[src/rtl/edge_det_pkg.sv]
// Shared types and constants for the multi-channel edge detector.
// Holds the per-channel mode encoding and a width helper for counters.
package edge_det_pkg;

    typedef logic [1:0] mode_t;

    localparam mode_t MODE_OFF  = 2'b00;
    localparam mode_t MODE_RISE = 2'b01;
    localparam mode_t MODE_FALL = 2'b10;
    localparam mode_t MODE_BOTH = 2'b11;

    // Bits needed to hold values 0..value-1, never less than one bit.
    function automatic int edge_clog2(input int value);
        int bits;
        int rem;
        bits = 0;
        rem  = value - 1;
        while (rem > 0) begin
            bits = bits + 1;
            rem  = rem >> 1;
        end
        return (bits < 1) ? 1 : bits;
    endfunction

endpackage

[src/rtl/edge_det_chan.sv]
// One edge-detector channel: synchroniser, debounce filter, delayed level
// and registered rise/fall/mode-selected edge pulses.
module edge_det_chan
    import edge_det_pkg::*;
#(
    parameter int SYNC_STAGES     = 2,
    parameter int DEBOUNCE_CYCLES = 3
) (
    input  logic  clk,
    input  logic  reset,
    input  logic  data_in,
    input  mode_t mode,
    output logic  level,
    output logic  rise_pulse,
    output logic  fall_pulse,
    output logic  edge_pulse
);

    logic [SYNC_STAGES-1:0] sync_q;
    logic                   sync;

    always_ff @(posedge clk or posedge reset) begin
        if (reset) begin
            sync_q <= '0;
        end else begin
            sync_q <= {sync_q[SYNC_STAGES-2:0], data_in};
        end
    end

    assign sync = sync_q[SYNC_STAGES-1];

    generate
        if (DEBOUNCE_CYCLES == 0) begin : g_bypass
            assign level = sync;
        end else begin : g_debounce
            localparam int             CW       = edge_clog2(DEBOUNCE_CYCLES + 1);
            localparam logic [CW-1:0] CNT_LAST = CW'(DEBOUNCE_CYCLES - 1);

            logic [CW-1:0] cnt;
            logic          level_q;

            // Any sample agreeing with the filtered level restarts the run.
            always_ff @(posedge clk or posedge reset) begin
                if (reset) begin
                    cnt     <= '0;
                    level_q <= 1'b0;
                end else if (sync == level_q) begin
                    cnt <= '0;
                end else if (cnt == CNT_LAST) begin
                    level_q <= sync;
                    cnt     <= '0;
                end else begin
                    cnt <= cnt + 1'b1;
                end
            end

            assign level = level_q;
        end
    endgenerate

    logic level_d;
    logic rise_n;
    logic fall_n;
    logic sel_rise;
    logic sel_fall;

    always_comb begin
        rise_n   = level & ~level_d;
        fall_n   = ~level & level_d;
        sel_rise = (mode == MODE_RISE) || (mode == MODE_BOTH);
        sel_fall = (mode == MODE_FALL) || (mode == MODE_BOTH);
    end

    always_ff @(posedge clk or posedge reset) begin
        if (reset) begin
            level_d    <= 1'b0;
            rise_pulse <= 1'b0;
            fall_pulse <= 1'b0;
            edge_pulse <= 1'b0;
        end else begin
            level_d    <= level;
            rise_pulse <= rise_n;
            fall_pulse <= fall_n;
            edge_pulse <= (rise_n & sel_rise) | (fall_n & sel_fall);
        end
    end

endmodule

[src/rtl/multi_edge_detector.sv]
// N-channel edge detector with sticky W1C status and a masked registered irq.
// Defining EDGE_DET_COUNT_EN adds saturating per-channel edge counters.
module multi_edge_detector
    import edge_det_pkg::*;
#(
    parameter int NUM_CH          = 4,
    parameter int SYNC_STAGES     = 2,
    parameter int DEBOUNCE_CYCLES = 3,
    parameter int CNT_W           = 8
) (
    input  logic                  clk,
    input  logic                  reset,
    input  logic [NUM_CH-1:0]     data_in,
    input  logic [2*NUM_CH-1:0]   mode,
    input  logic [NUM_CH-1:0]     irq_mask,
    input  logic [NUM_CH-1:0]     status_clr,
    output logic [NUM_CH-1:0]     level,
    output logic [NUM_CH-1:0]     rise_pulse,
    output logic [NUM_CH-1:0]     fall_pulse,
    output logic [NUM_CH-1:0]     edge_pulse,
    output logic [NUM_CH-1:0]     status,
    output logic                  irq
`ifdef EDGE_DET_COUNT_EN
    ,
    output logic [CNT_W*NUM_CH-1:0] edge_count
`endif
);

    generate
        for (genvar i = 0; i < NUM_CH; i++) begin : g_chan
            edge_det_chan #(
                .SYNC_STAGES     (SYNC_STAGES),
                .DEBOUNCE_CYCLES (DEBOUNCE_CYCLES)
            ) u_chan (
                .clk        (clk),
                .reset      (reset),
                .data_in    (data_in[i]),
                .mode       (mode_t'(mode[2*i +: 2])),
                .level      (level[i]),
                .rise_pulse (rise_pulse[i]),
                .fall_pulse (fall_pulse[i]),
                .edge_pulse (edge_pulse[i])
            );
        end
    endgenerate

    // A new edge outranks a simultaneous clear so no event is lost.
    always_ff @(posedge clk or posedge reset) begin
        if (reset) begin
            status <= '0;
            irq    <= 1'b0;
        end else begin
            status <= edge_pulse | (status & ~status_clr);
            irq    <= |(status & irq_mask);
        end
    end

`ifdef EDGE_DET_COUNT_EN
    generate
        for (genvar i = 0; i < NUM_CH; i++) begin : g_count
            logic [CNT_W-1:0] cnt;

            always_ff @(posedge clk or posedge reset) begin
                if (reset) begin
                    cnt <= '0;
                end else if (status_clr[i]) begin
                    cnt <= '0;
                end else if (edge_pulse[i] && (cnt != {CNT_W{1'b1}})) begin
                    cnt <= cnt + 1'b1;
                end
            end

            assign edge_count[CNT_W*i +: CNT_W] = cnt;
        end
    endgenerate
`endif

endmodule

[config.mk]
export PLATFORM = sky130hd
export DESIGN_NAME = multi_edge_detector
export DESIGN_NICKNAME = d
export VERILOG_FILES = /design/src/rtl/edge_det_pkg.sv /design/src/rtl/edge_det_chan.sv /design/src/rtl/multi_edge_detector.sv
export SDC_FILE = /design/constraint.sdc
export NUM_CORES = 1
export LEC_CHECK = 0
export ABC_CLOCK_PERIOD_IN_PS = 1000
export CELL_PAD_IN_SITES_DETAIL_PLACEMENT = 1
export CELL_PAD_IN_SITES_GLOBAL_PLACEMENT = 1
export CORE_ASPECT_RATIO = 1.1
export CORE_MARGIN = 2
export CORE_UTILIZATION = 33
export DETAILED_ROUTE_END_ITERATION = 16
export PLACE_DENSITY = 0.78
export SYNTH_ARGS = -nofsm -noshare
export SYNTH_HDL_FRONTEND = slang
export SYNTH_HIERARCHICAL = 1
export SYNTH_SLANG_ARGS = --single-unit
[constraint.sdc]
create_clock -name clk -period 1 [get_ports clk]
set_input_delay 0.2 -clock clk [delete_from_list [all_inputs] [get_ports clk]]
set_output_delay 0.2 -clock clk [all_outputs]
set_load 0.05 [all_outputs]
; ---- Word-level counts from Yosys, hierarchy flattened
; Index checks and enable logic that the tools add are counted.
[classes]
n_addsub = 4
eq_ne = 20
n_mux = 8
bitwise = 36
reduce_logical = 13
[ops]
columns = cell, count
row1 = $eq 2x2->1 const B, 12
row2 = $and 1x1->1, 16
row3 = $mux 2, 8
row4 = $not 1->1, 12
row5 = $add 2x1->2 const B, 4
row6 = $and 4x4->4, 2
row7 = $eq 2x1->1 const B, 4
row8 = $logic_or 1x1->1, 8
row9 = $reduce_and 2->1, 4
row10 = $eq 1x1->1, 4
row11 = $not 4->4, 1
row12 = $or 1x1->1, 4
row13 = $or 4x4->4, 1
row14 = $reduce_or 4->1, 1
[totals]
ff_bits = 41
input_bits = 22
output_inout_bits = 21
word_cells = 111

; ---- Longest topological paths before layout
[depth]
word_depth = 4
ltp_mapped = 2
ltp_nobuf = 2

; ---- Cells and area by module
; Netlist, hierarchy kept.
[by_module_without_submodules]
columns = mod, instances, cells_per_inst, area_each_um2, seq_area_each_um2
row1 = edge_det_chan, 4, 18, 312.8, 225.2
row2 = multi_edge_detector, 1, 17, 193.9, 125.1

; ---- Least setup slack after synthesis
; OpenSTA, ideal clock, no wires.
[synth_path]
path_kind = register -> register
start = register g_chan[0].u_chan.g_debounce.level_q
end = register g_chan[0].u_chan.edge_pulse
setup_time_ns = 0.121
arrival_time_ns = 1.008
t_required_ns = 0.879
slack_ns = -0.128
path_stages_with_launch = 3
path_buffers = 0
synth_period_minus_slack_ns = 1.128
cell_sequence = dfrtp_1 nor2b_4 a22o_1
[synth_via]
word_cells_on_any_way = 6
classes_between = bitwise: 6
[synth_rtl]
columns = element, line
row1 = start: declaration, edge_det_chan.sv:40  ; logic level_q;
row2 = start signal: assignment, edge_det_chan.sv:50  ; level_q <= sync;
row3 = $and 1x1->1, edge_det_chan.sv:68  ; rise_n = level & ~level_d;
row4 = via g_chan[0].u_chan.rise_n, edge_det_chan.sv:62  ; logic rise_n;
row5 = $and 1x1->1, edge_det_chan.sv:84  ; edge_pulse <= (rise_n & sel_rise) | (fall_n & sel_fall);
row6 = $or 1x1->1, edge_det_chan.sv:84
row7 = end signal: assignment, edge_det_chan.sv:84
row8 = end: declaration, edge_det_chan.sv:16  ; output logic edge_pulse
; The timed path passes the listed nets, and every way through them passes these cells.
; A chain may end at the register's enable or synchronous reset.

; ---- Final worst setup path
[layout_path]
start = register g_chan[1].u_chan.g_debounce.level_q
end = output level[1]
[layout_rtl]
columns = element, line
row1 = start: declaration, edge_det_chan.sv:40
row2 = start signal: assignment, edge_det_chan.sv:50
row3 = end: declaration, multi_edge_detector.sv:17  ; output logic [NUM_CH-1:0] level,
; No word-level cell between the ends.

==> key figures <==
Cells and area
  – Layout cells sized above 1: 0.481
  – Layout Cells excl Fill: around 210
  – Area growth, synth to finish: 71.3%
  – Ant diodes: 0
  – Final Util: 0.582
  – Post-layout net count: ~180

Timing
  – Min Tclk post-route: 1.10 ns
  – FMAX: approximately 900 MHz
  – Unrepaired setup endpoints after global routing: yes
  – Relative slew slack: 0.756
  – Crit share post-route: 1.10
  – Final worst setup slack: -0.0977 ns
  – Worst Clk Skew: approximately 0.0073 ns
  – Setup-failing EPs final: 26
  – Final hold vios: 0
  – Worst-Margin Slew: approximately 0.37 ns
  – Final Slew Violations: 0

Routing
  – Routed wire per std cell: 16.8 um
  – 1st-pass router iterations: 3
  – Final WL: ~3500 um
  – Remaining DRCs: 0
  – Vias per inst: 4.46
  – ANT nets after route: 0
  – Via count: 928
  – 1st-iter DRT viols: 16

Yosys
  – Yosys cell types: 13
  – Cell taking the most area after synthesis: dfrtp_1
  – Yosys warning count: 6
  – Syn Inst Count: between 80 and 90
  – Synth Area per Inst: ~16 um^2
  – Post-synthesis sequential area ratio: 0.710
  – Share of the synthesized area in the top cell type: 0.710
  – Yosys reg bits: 41
  – Cell Area, Synth: about 1400 um^2
  – Syn nets: between 100 and 150
  – Largest cells by area after synthesis: dfrtp_1, nor2b_4, mux2_4

Place
  – Placer Congestion: 0.637
  – Dpl ws: -0.0310 ns
  – Number of port buffers: between 40 and 50
  – Final HPWL DP: between 2000 and 2500 um
  – Inst Count DP: about 190

CTS
  – CTS H-Tree Depth: 2
  – CTS clk-pin slew, worst paths: approximately 0.080 ns
  – Clock Sinks: ~40
  – Root Driver: clkbuf_8
  – Skew-Pair Late Insertion Delay: 0.29 ns
  – Maximum root-to-sink buffer count: 2
  – CTS tree: yes
  – TritonCTS Buffers: 5
  – Hold Buf Count CTS: 0

Global route
  – Number of global-route vias before repair: about 1.1k
  – Met2 Track Usage GR: 0.250
  – Aggregate global routing overflow: 0
  – GR Util met1: 0.158
  – Busiest grt layer: met2
  – First-pass GRT wire length: 5130 um
  – Global-route total usage across every layer: 0.147
  – Met3 usage in global routing: 0.0398
  – Initial antenna violation count: 0
  – Largest net degree at the start of global routing: 13

Worst setup path
  – CP required: ~0.80 ns
  – CP bufs+invs: 1
  – Reg2Reg Depth: 3
  – Critical-path maximum fanout: 2
  – Arr. time, crit path: about 0.9 ns
  – Reg2reg setup slack: -0.03 ns
  – CP max stage delay: roughly 0.44 ns
  – CP Launch Type: register
  – Worst R2R End: g_chan[1].u_chan/edge_pulse
  – CP Launch Point: g_chan[1].u_chan/level
  – Crit. End Element: primary output
  – CP top delay family: flip-flops
  – FF-to-FF Start: g_chan[1].u_chan/level
  – Kind of critical path: reg2out
  – CP max stage cell: dfrtp_2
  – Worst-path cell chain: buf_12

Die
  – Core area: around 4300 um^2
  – Die width: 67.1 um
  – IO Count: 43
  – Rows: 25
  – DIE HEIGHT: roughly 73 um
  – Initial Util: 0.340
  – Die ar.: 4930 um^2

Pwr
  – Max VDD drop: ~0.0014 V
  – Sw frac: 0.383
  – Clk pwr share: 0.141
  – P_sw: approximately 3.7 mW
  – Flop pwr share: 0.317
  – Pwr Total: ~9.7 mW
  – Pint: 5.98 mW
  – LEAKAGE: 1.16 nW
  – Comb pwr share: 0.542
  – PD cells: approximately 3900 nW/um^2

Hold path
  – Hold WC Path Type: in2async

Status
  – Failing checks: setup timing
  – Status: complete, but fails checks

Flow run
  – MaxCap Viol Count: 0
## cells in the final DEF (no fill, tap or decap), drive strengths merged
cell / Yosys / layout
a21o: 4 / 4
a22o: 4 / 4
a22oi: 2 / 2
buf: 0 / 36
bufinv: 0 / 1
clkbuf: 0 / 7
clkdlybuf4s50: 0 / 21
dfrtp: 41 / 41
inv: 9 / 9
mux2: 4 / 4
nand2: 1 / 1
nor2b: 12 / 12
nor3: 4 / 4
nor3b: 4 / 4
xnor2: 4 / 4
## power groups by stage
stage / Sequential, mW / Combinational, mW / Clock (mW)
floorplan: 4.30 / 0.896 / 0
global route: 3.15 / 5.50 / 1.47
global placement: 3.09 / 4.28 / 0
detailed placement: 3.16 / 4.38 / 0
finish: 3.07 / 5.25 / 1.37
CTS: 3.02 / 4.89 / 1.40
## per-layer routing
layer  part of all wire  vias to the layer above  wire length (um)
met5                  0                        -                 0
met4              0.023                        0                79
li1                   -                      417                 -
met2               0.59                       31              2050
met3              0.060                        7               209
met1               0.33                      473              1150
## cells in the mapped netlist
cell type,number
a21o_1,3
a21o_2,1
a22o_1,4
a22oi_1,2
dfrtp_1,41
inv_1,9
mux2_4,4
nand2_1,1
nor2b_1,4
nor2b_4,8
nor3_1,4
nor3b_2,4
xnor2_1,4
## metrics by stage
step / area (um^2) / hold slack [ns] / TNS, ns
2_1_floorplan: 1450 / -0.0215 / 0
3_3_place_gp: 2150 / 0.335 / 0
3_5_place_dp: 2150 / 0.336 / -0.0511
4_1_cts: 2370 / 0.298 / -1.65
5_1_grt: 2470 / 0.305 / -2.47
6_report: 2470 / 0.279 / -1.47
## worst max-delay path by stage
stage                                  endpoint  depth (start not counted)
global route                          status[1]                          1
detailed placement                          irq                          3
CTS                                    level[1]                          1
floorplan           g_chan[0].u_chan/edge_pulse                          2
finish                                 level[1]                          1
global placement                      status[0]                          3
## worst reg2reg max path: stages (launching register included)
cell	delay, ns
dfrtp_2	0.44
buf_6	0.15
nor2b_4	0.12
a22o_1	0.20
## cell type report
type                       count  area (um^2)
multi-input combinational     39          468
inverter                       9         33.8
timing repair buffer          57          758
fill                         394         1780
clock inverter                 1         30.0
tap                           54         67.6
clock buffer                   7         86.3
sequential                    41         1030
## sequential cells by signal, indices dropped and copies added (netlist names)
register and flops:
g_chan.u_chan/g_debounce.cnt 8, g_chan.u_chan/sync_q 8, g_chan.u_chan/edge_pulse 4, g_chan.u_chan/fall_pulse 4, g_chan.u_chan/level 4, g_chan.u_chan/level_d 4
g_chan.u_chan/rise_pulse 4, status 4, irq 1
## cell families after synthesis
logic type,after synthesis,share of synthesized area
muxes,4,0.0416
buffers and inverters,9,0.0234
and+or+nand+nor,21,0.145
AOI/OAI and AO/OA,10,0.0563
DFF,41,0.710
xor gates and xnor gates,4,0.0242
## what timing repair did
item / in CTS / in global routing
pin swaps: 0 / 0
resized for setup: 5 / 11
setup buffers: 10 / 5
setup endpoints to repair: 21 / 35
No activity file was read; power rests on OpenSTA's default activity.
